$ cat src/rtl/adc_serdes_sync.sv
// -----------------------------------------------------------------------------
// adc_serdes_sync
//
// Frame-alignment controller between the ADC ISERDES (1:8 per lane) and the
// acquisition core. It compares the deserialized frame-clock word against the
// expected pattern and issues bitslip pulses until they match. Once the word
// has matched for g_check_cycles consecutive words, it raises synced_o. It then
// keeps watching the frame and re-aligns after g_lost_threshold consecutive
// bad words.
//
// Ports
//   fs_clk_i             deserializer parallel clock, the only clock
//   fs_rst_i             synchronous reset, active-high
//   serdes_pll_locked_i  ISERDES PLL lock, asynchronous, synchronized here
//   serdes_frame_i[7:0]  deserialized frame-clock word, one per cycle
//   resync_i             single-cycle pulse, restarts alignment
//   serdes_bitslip_o     single-cycle bitslip pulse to the ISERDES
//   synced_o             frame aligned and stable
//   sync_err_o           alignment failed, held until restart
//   slip_cnt_o[7:0]      bitslips issued in the current attempt
//   lost_cnt_o[7:0]      loss-of-sync events since reset, saturating
// -----------------------------------------------------------------------------
module adc_serdes_sync #(
    parameter logic [7:0]  g_frame_pattern  = 8'h0F,
    parameter int unsigned g_settle_cycles  = 4,   // 1..15
    parameter int unsigned g_check_cycles   = 8,   // 1..255
    parameter int unsigned g_max_slips      = 16,  // 1..255
    parameter int unsigned g_lost_threshold = 4    // 1..255
) (
    input  logic       fs_clk_i,
    input  logic       fs_rst_i,
    input  logic       serdes_pll_locked_i,
    input  logic [7:0] serdes_frame_i,
    input  logic       resync_i,
    output logic       serdes_bitslip_o,
    output logic       synced_o,
    output logic       sync_err_o,
    output logic [7:0] slip_cnt_o,
    output logic [7:0] lost_cnt_o
);

    typedef enum logic [2:0] {
        ST_IDLE,
        ST_CHECK,
        ST_SLIP,
        ST_SETTLE,
        ST_SYNCED,
        ST_FAIL
    } state_t;

    localparam logic [3:0] SETTLE_LAST = 4'(g_settle_cycles - 1);
    // Cycles since the last bitslip at which another one may be requested, so
    // that consecutive pulses are at least g_settle_cycles+2 cycles apart.
    localparam logic [4:0] GAP_READY   = 5'(g_settle_cycles + 1);
    localparam logic [7:0] CHECK_N     = 8'(g_check_cycles);
    localparam logic [7:0] MAX_SLIPS   = 8'(g_max_slips);
    localparam logic [7:0] LOST_LAST   = 8'(g_lost_threshold - 1);

    state_t     state_q, state_d;
    logic       pll_meta_q, pll_ok_q;
    logic [7:0] frame_q;
    logic [7:0] match_cnt_q, match_cnt_d;
    logic [7:0] slip_cnt_q, slip_cnt_d;
    logic [7:0] miss_cnt_q, miss_cnt_d;
    logic [7:0] lost_cnt_q, lost_cnt_d;
    logic [3:0] settle_cnt_q, settle_cnt_d;
    logic [4:0] gap_cnt_q, gap_cnt_d;
    logic       frame_match;

    assign frame_match = (frame_q == g_frame_pattern);

    // -------------------------------------------------------------------------
    // Registers: lock synchronizer, frame register, FSM state and counters
    // -------------------------------------------------------------------------
    always_ff @(posedge fs_clk_i) begin
        // NOTE: state is updated with non-blocking assignments so every flop
        // samples the pre-edge value of every other flop, independent of order.
        if (fs_rst_i) begin
            pll_meta_q   <= 1'b0;
            pll_ok_q     <= 1'b0;
            frame_q      <= 8'h00;
            state_q      <= ST_IDLE;
            match_cnt_q  <= 8'h00;
            slip_cnt_q   <= 8'h00;
            miss_cnt_q   <= 8'h00;
            lost_cnt_q   <= 8'h00;
            settle_cnt_q <= 4'h0;
            gap_cnt_q    <= GAP_READY;
        end else begin
            pll_meta_q   <= serdes_pll_locked_i;
            pll_ok_q     <= pll_meta_q;
            frame_q      <= serdes_frame_i;
            state_q      <= state_d;
            match_cnt_q  <= match_cnt_d;
            slip_cnt_q   <= slip_cnt_d;
            miss_cnt_q   <= miss_cnt_d;
            lost_cnt_q   <= lost_cnt_d;
            settle_cnt_q <= settle_cnt_d;
            gap_cnt_q    <= gap_cnt_d;
        end
    end

    // -------------------------------------------------------------------------
    // Next-state logic
    // -------------------------------------------------------------------------
    always_comb begin
        // NOTE: every variable gets a default before any branch, so no path
        // leaves one unassigned and no latch is inferred.
        state_d      = state_q;
        match_cnt_d  = match_cnt_q;
        slip_cnt_d   = slip_cnt_q;
        miss_cnt_d   = miss_cnt_q;
        lost_cnt_d   = lost_cnt_q;
        settle_cnt_d = settle_cnt_q;
        gap_cnt_d    = gap_cnt_q;

        if (state_q == ST_SLIP) begin
            gap_cnt_d = 5'd1;
        end else if (gap_cnt_q != GAP_READY) begin
            gap_cnt_d = gap_cnt_q + 5'd1;
        end

        if (!pll_ok_q) begin
            state_d     = ST_IDLE;
            match_cnt_d = 8'h00;
            slip_cnt_d  = 8'h00;
            miss_cnt_d  = 8'h00;
        end else if (resync_i && (state_q != ST_IDLE)) begin
            // A resync in the SLIP cycle still lets that cycle's pulse out,
            // because the pulse is decoded from the current state.
            state_d     = ST_CHECK;
            match_cnt_d = 8'h00;
            slip_cnt_d  = 8'h00;
            miss_cnt_d  = 8'h00;
        end else begin
            unique case (state_q)
                ST_IDLE: begin
                    state_d     = ST_CHECK;
                    match_cnt_d = 8'h00;
                    slip_cnt_d  = 8'h00;
                end
                ST_CHECK: begin
                    if (match_cnt_q == CHECK_N) begin
                        state_d    = ST_SYNCED;
                        miss_cnt_d = 8'h00;
                    end else if (frame_match) begin
                        match_cnt_d = match_cnt_q + 8'd1;
                    end else begin
                        match_cnt_d = 8'h00;
                        if (slip_cnt_q >= MAX_SLIPS) begin
                            state_d = ST_FAIL;
                        end else if (gap_cnt_q == GAP_READY) begin
                            state_d = ST_SLIP;
                        end
                        // Otherwise wait in CHECK until the previous slip has
                        // had time to settle (only after a resync mid-slip).
                    end
                end
                ST_SLIP: begin
                    slip_cnt_d   = slip_cnt_q + 8'd1;
                    settle_cnt_d = 4'h0;
                    state_d      = ST_SETTLE;
                end
                ST_SETTLE: begin
                    if (settle_cnt_q == SETTLE_LAST) begin
                        state_d     = ST_CHECK;
                        match_cnt_d = 8'h00;
                    end else begin
                        settle_cnt_d = settle_cnt_q + 4'd1;
                    end
                end
                ST_SYNCED: begin
                    if (frame_match) begin
                        miss_cnt_d = 8'h00;
                    end else if (miss_cnt_q == LOST_LAST) begin
                        state_d     = ST_CHECK;
                        match_cnt_d = 8'h00;
                        slip_cnt_d  = 8'h00;
                        miss_cnt_d  = 8'h00;
                        if (lost_cnt_q != 8'hFF) begin
                            lost_cnt_d = lost_cnt_q + 8'd1;
                        end
                    end else begin
                        miss_cnt_d = miss_cnt_q + 8'd1;
                    end
                end
                ST_FAIL: begin
                    state_d = ST_FAIL;
                end
                default: begin
                    state_d = ST_IDLE;
                end
            endcase
        end
    end

    // Moore outputs decoded from the registered state.
    assign serdes_bitslip_o = (state_q == ST_SLIP);
    assign synced_o         = (state_q == ST_SYNCED);
    assign sync_err_o       = (state_q == ST_FAIL);
    assign slip_cnt_o       = slip_cnt_q;
    assign lost_cnt_o       = lost_cnt_q;

endmodule

$ cat config.mk
export PLATFORM = sky130hd
export DESIGN_NAME = adc_serdes_sync
export DESIGN_NICKNAME = d
export VERILOG_FILES = /design/src/rtl/adc_serdes_sync.sv
export SDC_FILE = /design/constraint.sdc
export NUM_CORES = 1
export LEC_CHECK = 0
export CORE_MARGIN = 2
export CORE_UTILIZATION = 50
export DETAILED_ROUTE_END_ITERATION = 12
export GPL_TIMING_DRIVEN = 0
export PLACE_DENSITY = 0.75
export SLEW_MARGIN = 15
export SYNTH_ARGS = -nofsm -noshare
export SYNTH_HDL_FRONTEND = slang
export SYNTH_SLANG_ARGS = --single-unit
$ cat constraint.sdc
create_clock -name fs_clk_i -period 1.8 [get_ports fs_clk_i]
set_input_delay 0.36 -clock fs_clk_i [delete_from_list [all_inputs] [get_ports fs_clk_i]]
set_output_delay 0.36 -clock fs_clk_i [all_outputs]
set_load 0.01 [all_outputs]
* Yosys cells after proc, flatten, opt, wreduce, memory -nomap -nowiden
Index checks and enable logic that the tools add are counted.
** Storage, ports and cells
- Word-level logic and storage cells :: 89
- Input port bits :: 12
- ROM bits :: 0
- RAM bits :: 0
- Latch bits :: 0
- Memories kept :: 0
- Output and inout bits :: 19
- Register bits :: 54
** Cells by class
- Reductions and logical operators :: 18
- $mul :: 0
- Muxes and demuxes :: 24
- Equal/unequal tests :: 25
- Bitwise gates (word level) :: 3
- Add/sub/neg operators :: 6
- Order comparisons :: 1
- Divide/modulo/power cells :: 0
- Shifts and indexed selects :: 0
** Operators with widths (number)
- 8-bit two-way mux :: 8
- 8-bit by 1-bit adder with 8-bit output, second input constant :: 4
- 8-bit one-hot mux with 4 select lines :: 1
- 3-bit two-way mux :: 9
- 8-bit one-hot mux with 3 select lines :: 1
- 3-bit one-hot mux with 6 select lines :: 1
- 8-bit by 4-bit == test with 1-bit output, second input constant :: 2
- 8-bit one-hot mux with 2 select lines :: 1
- 5-bit AND reduction :: 3
- 2-bit inequality test, second input constant :: 5
- 8-bit by 2-bit == test with 1-bit output, second input constant :: 1
- 8-bit by 5-bit greater-or-equal comparator with 1-bit output, second input constant :: 1
- 4-bit inequality test, second input constant :: 2
- 8-bit inequality test, second input constant :: 1
- 4-bit one-hot mux with 2 select lines :: 1
- 3-bit by 2-bit == test with 1-bit output, second input constant :: 2
- 3-bit == test, second input constant :: 2
- 3-bit inequality test, second input constant :: 2
- 6-bit AND reduction :: 1
- 2-bit nonzero test :: 3
- 3-bit nonzero test :: 2
- 5-bit by 1-bit adder with 5-bit output, second input constant :: 1
- 5-bit by 3-bit == test with 1-bit output, second input constant :: 1
- 5-bit by 3-bit inequality test with 1-bit output, second input constant :: 1
- other kinds (18) :: 21

* Depth between registers and ports, before layout
Gate-level depths: netlist (run 1).
- Depth in word-level cells :: 7
- Gate-level depth with buffers :: 7
- Gate-level depth less buffers :: 7

* Worst setup path after synthesis (run 1)
No wires, ideal clock.
- Kind :: reg2reg
- Start :: reg miss_cnt_q[0]
- End :: reg match_cnt_q[6]
- Clock period less this slack :: 1.949 ns
- Library setup time :: 0.119 ns
- Path buffers :: 0
- Cell stages (with the launch flop) :: 6
- Data required time :: 1.681 ns
- Data arrival time :: 1.830 ns
- Setup slack :: -0.149 ns
- Path through :: dfxtp_1 > ha_1 > nor4b_4 > o211ai_4 > a221o_2 > o221a_1
** Between the ends
- Word-level cells in the longest chain between the ends :: 3
** RTL lines
- start: declaration :: line 64 : logic [7:0] miss_cnt_q, miss_cnt_d;
- start signal: assignment :: line 96 : miss_cnt_q <= miss_cnt_d;
- 8-bit by 2-bit == test with 1-bit output :: line 175 : end else if (miss_cnt_q == LOST_LAST) begin
- 2-bit by 1-bit inequality test with 1-bit output (no line)
- 5-bit AND reduction (no line)
- end signal: assignment :: line 94 : match_cnt_q <= match_cnt_d;
- end: declaration :: line 62 : logic [7:0] match_cnt_q, match_cnt_d;
Every way passes these cells.
A chain may end at the register's enable or synchronous reset.

* Worst setup path after layout (run 1)
- Start :: reg frame_q[6]
- End :: reg state_q[2]
** Between the ends
- Word-level cells in the longest chain between the ends :: 3
- Elaborated cells between the ends (all ways) :: 4
- Classes of those cells :: eq/ne: 3; reduce/logical: 1
** RTL lines
- start: declaration :: line 61 : logic [7:0] frame_q;
- start signal: assignment :: line 92 : frame_q <= serdes_frame_i;
- 8-bit by 4-bit == test with 1-bit output (*) :: line 70 : assign frame_match = (frame_q == g_frame_pattern);
- 3-bit inequality test (no line) / 2-bit inequality test (equally long branches)
- 5-bit AND reduction (no line) (*)
- end signal: assignment :: line 93 : state_q <= state_d;
- end: declaration :: line 59 : state_t state_q, state_d;
Mark *: on every way between the ends. The rest lies on a longest branch, timed or not.

==> results of run 1 <==
## synthesized netlist by cell type (all sizes together), types with 2 or more instances
library cell and number:
o21ai 12, and3 10, xor2 3, a31oi 5, inv 9, a21oi 19
nand4b 2, or3 3, a2111oi 2, nor2 31, nand3 20, nor3 12
or2 3, xnor2 13, nand2 21, dfxtp 54, nand4 5, ha 9
nor2b 12, a211oi 6, o31ai 2, a41oi 3, or4 3, nor3b 2
a311oi 3, buf 3, nor4 4, a41o 2, and2 2, mux2i 3
clkbuf 6, nor4b 3, o2111ai 3
## worst register-to-register path, delay by kind of cell (launching register included)
family          cells  cell delay (ns)
compound gates      4             0.69
buf+inv             1             0.18
flops               1             0.33
simple gates        1             0.57
## kinds of logic after synthesis
| kind of cell | after synthesis | share of synthesized area (%) |
|---|---|---|
| compound gates | 68 | 18.0 |
| xor+xnor | 16 | 5.07 |
| fa+ha+maj | 9 | 4.08 |
| buf+inv | 18 | 3.31 |
| flops | 54 | 39.1 |
| mux | 3 | 1.09 |
| simple gates | 140 | 29.3 |
## repair_timing
action / CTS / global route
hold buffers: 0 / 0
pin swaps: 18 / 21
gates cloned: 2 / 0
resized for setup: 34 / 48
endpoints found under the setup margin: 40 / 40
buffers inserted: 15 / 10
hold endpoints to repair: 0 / 0
## through the flow
stage | hold WS (ns) | setup TNS, ns | instances | utilization [%] | setup WS (ns)
after floorplan | 0.414 | -0.00238 | 308 | - | -0.00238
after global placement | 0.420 | -7.19 | 409 | 58.9 | -0.437
after detailed placement | 0.446 | -7.59 | 409 | 58.9 | -0.441
after CTS | 0.247 | -2.12 | 434 | 65.3 | -0.179
after global routing | 0.249 | -3.13 | 443 | 70.3 | -0.187
final | 0.256 | -0.734 | 443 | 70.3 | -0.0697
## sequential cells by signal, summed over array words and instances (netlist names)
register      cells
slip_cnt_o        8
lost_cnt_o        8
gap_cnt_q         5
miss_cnt_q        8
match_cnt_q       8
frame_q           8
pll_ok_q          1
settle_cnt_q      4
pll_meta_q        1
state_q           3
## area by class of cell
class                   count  area [µm²]  share of cell area (%)
well taps                  72        90.1                    2.37
multi-input cells         238        1890                    49.7
plain buffers               8        65.1                    1.71
clock inverters             3        47.5                    1.25
repair buffers             54         498                    13.1
flip-flops and latches     54        1100                    29.1
inverters                   9        37.5                   0.988
clock buffers               5        68.8                    1.81
## layout by cell type (no fill, tap or decap), types with 6 or more instances in the layout
cell type / Yosys / routed
sky130_fd_sc_hd__a21oi_1: 18 / 14
sky130_fd_sc_hd__and3_1: 9 / 8
sky130_fd_sc_hd__buf_4: 1 / 22
sky130_fd_sc_hd__buf_6: 1 / 6
sky130_fd_sc_hd__clkdlybuf4s50_1: 0 / 26
sky130_fd_sc_hd__dfxtp_1: 54 / 43
sky130_fd_sc_hd__dfxtp_2: 0 / 7
sky130_fd_sc_hd__ha_1: 9 / 6
sky130_fd_sc_hd__inv_1: 9 / 6
sky130_fd_sc_hd__nand2_1: 21 / 18
sky130_fd_sc_hd__nand3_1: 19 / 19
sky130_fd_sc_hd__nor2_1: 31 / 28
sky130_fd_sc_hd__nor2b_1: 12 / 12
sky130_fd_sc_hd__o21ai_1: 0 / 6
sky130_fd_sc_hd__xnor2_1: 13 / 13
## per-layer routing
metal	wire length, µm	GRT usage [%]	vias to the layer above	share of wire [%]
met4	148	8.42	0	2.1
met5	0	0	-	0
met2	3430	35.2	86	49
met3	367	5.17	17	5.2
li1	-	-	1262	-
met1	3050	27.9	1217	44
## power groups by stage
stage / sequential (W) / clock [W] / combinational [W]
after floorplan: 0.00130 / 0 / 0.000214
after global placement: 0.00131 / 0 / 0.000273
after detailed placement: 0.00131 / 0 / 0.000279
after CTS: 0.00128 / 0.000854 / 0.000312
after global routing: 0.00129 / 0.000903 / 0.000368
final: 0.00128 / 0.000835 / 0.000332
## worst max-delay path by stage
stage	depth (start not counted)	endpoint
finish	6	state_q[2]
global route	6	slip_cnt_o[6]
CTS	3	sync_err_o
detailed placement	3	serdes_bitslip_o
global placement	3	serdes_bitslip_o
floorplan	5	match_cnt_q[6]
==> run summary, run 1 <==
The flow ran to the end, but the final reports show violations. The final reports fail on setup timing. The biggest area contributor in the post-synthesis netlist is sky130_fd_sc_hd__dfxtp_1. Headroom to the max-slew limit came out at 67.4%.

The worst register-to-register path begins at frame_q[6]. For hold timing, the worst endpoint is frame_q[7]. The detail route stage leaves a number of antenna-violating nets equal to 0.

The post-route netlist has 29.6% of its cells at a drive strength greater than 1. Dividing total power by cell area gives a power density of 645 nW/µm². CTS saw 54 sinks. The logs give 1.32 nW for the leakage power total and 4.23 mm for the half-perimeter wire length after placement.

Buffer and inverter count on the worst path: 1. For the worst setup path, the data arrival time is 2.07 ns. For this run the aggregate overflow at the end of global routing stands at 0. For the clock latency reported for the late side of the worst-skew pair, the log shows 0.31 ns. The DRC violation count after routing came out at 0.

The maximum vdd ir drop is 0.477 mV. The wire length per cell works out to 15.8 µm. Combinational cells account for 13.6% of the total power. Summing all placed instances gives a cell area of 3180 µm². TritonCTS built the clock tree. For this design, the slowest cell found on the critical path is sky130_fd_sc_hd__or4_4. The count of buffers from port buffering came out at 29. Setup slack on the worst reg-to-reg path comes out at -0.07 ns.

The number of nets in the finished design was 391. The Yosys step of the flow raised 0 warnings. Across the run, the number of max-cap violations was 0. Summed over all layers, the routed wires come to 6.99 mm.

The die is 78.3 µm tall. The first-pass GRT wire length is 10.8 mm. The fraction of power spent switching nets is 25.1%. The H-tree was split into 2 levels.

The tools report the final hold violation count as 0. After synthesis, the mean cell area works out to 8.97 µm². The tools report the placement row count as 27.

In this run the critical register-to-register path is captured at state_q[2]. For this run, the slowest stage of the critical path takes 0.57 ns. For the final count of pins violating max slew, the log shows 0.

For the worst setup path, the data required time is 2.00 ns. The detailed-route vias per instance was 5.83. The internal power summed over all cells came out at 0.00184 W.

The setup path with the least slack is of type register to register. Sequential cells were found to cover 39.1% of the synthesized design area. The netlist area before placement was 2760 µm²; the number of storage elements in the synthesis netlist was 54. The worst hold path belongs to the class input port to register. The run gives 3800 µm² as the cell area after layout.

Across the routed clock network, the largest skew measured is 0.0119 ns. The capturing element type of the critical path was a register. Sorting the synthesized cells by area gives the leading types as sky130_fd_sc_hd__dfxtp_1, sky130_fd_sc_hd__nor2_1, sky130_fd_sc_hd__xnor2_1. The actual transition at the worst max-transition pin came out at 0.486 ns.

The maximum number of pins on one net before global-route repair is 19, and the total CTS buffers is 5. For this design the total switching power over the nets is 0.000614 W. Tracing the worst setup path back leads to its startpoint at frame_q[6].

The clock network burns 34.1% of the power. Registers are responsible for 52.3% of the overall power. Routability-driven placement finished with a final weighted congestion of 0.830. Ratio of final minimum period to clock period: 104%.

Summed over its instances, the top area cell type makes up 39.1% of the synthesized netlist area. For the finished layout, the period the worst path requires is 1.87 ns. The minimum setup slack in the final design came out at -0.0697 ns.

The tools report the number of antenna violations at the first check in global routing as 0. Traced cell by cell, the critical path runs through or4_4 -> o211ai_4 -> buf_6 -> a21oi_4 -> a31oi_2 -> a211oi_2. The setup-violating endpoint count in the final report is 22. The core region is 5410 µm². The startpoint identified for the worst hold timing path is fs_rst_i. The synthesis-to-finish area growth is 37.5%.

The worst setup path is launched from a register. The tree is rooted in a sky130_fd_sc_hd__clkbuf_8. In this run the worst path has a maximum fanout of 7. 0 antenna diodes ended up in the layout. Once the floorplan was initialized, standard cells occupied 51.1% of the core.

The cell family contributing the most delay on the critical path is compound AO/OA/AOI/OAI gates. After synthesis, the share of flip-flops with an asynchronous set or reset is 0%. Among all flip-flop cells after synthesis, the most frequent one is sky130_fd_sc_hd__dfxtp_1. The post-CTS clock slew at the launch and capture registers of the worst setup and hold paths was 0.10 ns. Global routing consumed, over all layers together, 21.7% of the routing resources. The number of global-route vias before repair was 2429. Counting along the longest clock path gives a buffer depth of 2. Counting every net in the synthesized netlist gives 329. 31 I/O pins were placed. The count of flip-flops with a built-in enable after synthesis was 0.

The x dimension of the die came out at 78.3 µm. The power consumption is 0.00245 W, and the number of filler cells placed in the layout is 416. The cell depth of the worst flop-to-flop path was 6; the total via count in the routed design was 2582. Counting instances, the worst hold path has a depth of 2.

For this block, the initial DRC count from the detailed router was 251. The tools report the number of iterations in the first detailed-routing pass as 4. Post-synthesis cell type count: 68. Static timing analysis puts the maximum clock frequency at 535 MHz. In the synthesized netlist, the number of instances is 308.

The area of the die came out at 6140 µm². Setup repair after global routing could not meet its margin everywhere.
No activity file was read; power rests on OpenSTA's default activity.
==> run 2, diff against run 1 <==
- CORE_MARGIN: 2 -> 3
==> run 2 against run 1 <==
Net effect: the run still ends with setup timing left; core utilization grew 4.1 points; worst hold slack lost 0.0072 ns; cell area grew 2.5%; clock-buffer cell count is the same; cell count grew 1.4%; global-route usage grew 0.25 points; clock skew grew 0.0047 ns; setup slack lost 0.045 ns; first-iteration DRC count shrank 5.6%; routed wire length grew 11%; fmax shrank 2.3%; die area grew 5.2%.
==> run summary, run 2 (synthesized netlist as in run 1, its figures left out) <==
The run gives 338 µm (-7.9%) as the routed length on met3. The tools report the total instance count after detailed placement as 407 (-0.49%). The violation count after the first detailed-route iteration is 237 (-5.6%).

The routed wire length was 7.77 mm (+11%); the cell area after layout was 3890 µm² (+2.5%). TritonCTS built the clock tree. The logs give 399 (+2.0%) for the number of nets in the finished design and 4 (unchanged) for the number of iterations in the first detailed-routing pass. The logs give 0.444 mV (-6.9%) for the maximum vdd ir drop and 57.8% (-9.6 points) for the worst slew slack as a fraction of its limit. Count of pins on the block boundary: 31 (unchanged).

The routed wire length on met2 was 3.82 mm (+12%); the met1 wire length was 3.33 mm (+9.0%). First-pass GRT wire length: 11.3 mm (+4.6%). The run finished, with violations left.

The root buffer cell chosen for the clock tree is sky130_fd_sc_hd__clkbuf_8. The maximum number of pins on one net before global-route repair came out at 17 (-2). The tools report the CTS sink count as 54 (unchanged).

The wire length per cell works out to 17.3 µm (+9.5%). The chip height works out to 80.3 µm (+2.6%). Total core area: 5240 µm² (-3.1%). The signal on the critical path passes through nor4_1 -> nand3_1 -> or3_1 -> a31oi_1.

Total via count in the routed design: 2741 (+6.2%). Most common cell after layout, fill and taps aside: sky130_fd_sc_hd__dfxtp_1. The residual antenna-violating net count after detailed routing is 0 (unchanged), and the area of the die is 6450 µm² (+5.2%). The x dimension of the die works out to 80.3 µm (+2.6%).

The total CTS buffers was 5 (unchanged). The ratio of final minimum period to clock period came out at 106% (+2.5 points). The run gives 52.7% (+1.6 points) as the initial core utilization. Detailed-route vias per instance: 6.10 (+4.7%). The maximum fanout encountered on the critical timing path came out at 6 (-1). The post-route clock skew was 0.0166 ns (+0.00469 ns). The run gives 449 (+1.4%) as the number of non-filler instances in the completed layout. The slowest stage of the critical path is the sky130_fd_sc_hd__nor4_1 cell.

The worst setup path is launched from a register. The power per cell area was 626 nW/µm² (-3.0%); the final hold violation count was 0 (unchanged). The run gives 0 (unchanged) as the hold buffer count at cts.

The logs give 74.4% (+4.1 points) for the end-of-flow core utilization and 0.00244 W (-0.55%) for the power consumption. The checks that failed: setup timing. The post-CTS clock slew at the launch and capture registers of the worst setup and hold paths is 0.11 ns (about the same). For the placement row count, the log shows 26 (-3.7%). The run gives 4.28 mm (+1.3%) as the half-perimeter wire length after placement. Leakage power total: 1.36 nW (+3.1%). The tools report the overall fraction of global-route tracks in use as 21.9% (+0.25 points). For the level count of the clock H-tree, the log shows 2 (unchanged). In this run the worst hold path is classified as input port to register. The global placer's final weighted congestion is 0.905 (+8.9%). Delay contributed by the slowest stage of the critical path: 0.57 ns (about the same). Setup repair after global routing could not meet its margin everywhere. Routed signal wires occupy layers up through met4. The logs give -1.21 ns (-0.478 ns) for the sum of negative setup slack and 2.16 ns (+0.09 ns) for the endpoint arrival time on the critical path. The count of buffers from port buffering came out at 29 (unchanged).

The maximum frequency from static timing analysis is 522 MHz (-2.3%). The run gives 3180 µm² (about the same) as the post-detailed-placement cell area. The setup-violating endpoint count in the final report was 25 (+14%); the clock latency reported for the late side of the worst-skew pair was 0.32 ns (about the same). The antenna diode count came out at 0 (unchanged). The final critical path time including I/O delays and setup is 1.91 ns (+0.0445 ns). The number of global-route vias before repair came out at 2556 (+5.2%). The tools report the data required time of the worst path as 2.05 ns (+0.05 ns).

The tools report the DRC violation count after routing as 0 (unchanged). Number of violations of the max-capacitance limit: 0 (unchanged). The logs give 372 (-11%) for the number of filler cells placed in the layout and 0 (unchanged) for the total congestion overflow.

The ratio of cells with drive above 1 in the final layout works out to 29.8% (+0.17 points). The synthesis-to-finish area growth is 41.0%. Actual transition at the worst max-transition pin: 0.627 ns (+0.141 ns).

The top cell types in the final layout, fill and taps aside, are sky130_fd_sc_hd__dfxtp_1, sky130_fd_sc_hd__buf_4, sky130_fd_sc_hd__clkdlybuf4s50_1, sky130_fd_sc_hd__nor2_1. The tools report the capturing element type of the critical path as a register. The tools report the worst-case clock buffer depth as 2 (unchanged).

The worst setup path is of the register to register kind. The number of antenna violations at the first check in global routing came out at 0 (unchanged). The run gives 0 (unchanged) as the final count of pins violating max slew. The run gives -0.114 ns (-0.0445 ns) as the minimum setup slack in the final design.
-- run 2: routing by layer --
| metal | global-route usage, % | vias up |
|---|---|---|
| li1 | - | 1283 |
| met1 | 27.7 | 1310 |
| met2 | 37.2 | 114 |
| met3 | 3.92 | 34 |
| met4 | 8.11 | 0 |
| met5 | 0 | - |
-- run 2: layout make-up --
type	instances	area, µm²	area share, %
multi-input combinational	238	1910	49.1
timing repair buffer	62	578	14.8
clock inverter	3	40.0	1.03
tap	70	87.6	2.25
buffer	8	68.8	1.77
inverter	9	37.5	0.964
sequential	54	1100	28.3
clock buffer	5	68.8	1.77
-- run 2: timing repair --
| action | in CTS | in global routing |
|---|---|---|
| cloned | 2 | 0 |
| setup endpoints to repair | 40 | 41 |
| pin swaps | 12 | 38 |
| resized for setup | 27 | 53 |
| setup buffers | 20 | 14 |
-- run 2: path summary, 6_finish.rpt --
check | cells after the start | endpoint | slack (ns) | startpoint
worst max-delay path | 4 | match_cnt_q[7] | -0.11 | frame_q[5]
worst min-delay path | 2 | pll_meta_q | 0.25 | fs_rst_i
worst max register to register | 4 | match_cnt_q[7] | -0.11 | frame_q[5]
worst min register to register | 1 | pll_ok_q | 0.47 | pll_meta_q
-- run 2: report_power, final --
part / internal, W / switching (W) / total (W)
clock network: 0.000410 / 0.000415 / 0.000826
registers: 0.00124 / 0.0000444 / 0.00128
logic: 0.000173 / 0.000157 / 0.000330
total: 0.00182 / 0.000617 / 0.00244
-- run 2: worst max-delay path: cells and delay by family (launching register included) --
family	cells	cell delay, ns
compound gates	1	0.18
simple gates	3	1.36
flops	1	0.32
-- run 2: metrics by stage --
step           hold slack [ns]  worst slack [ns]
4_1_cts                  0.242            -0.188
2_1_floorplan            0.414          -0.00238
3_3_place_gp             0.420            -0.426
6_report                 0.249            -0.114
3_5_place_dp             0.434            -0.417
5_1_grt                  0.251            -0.209
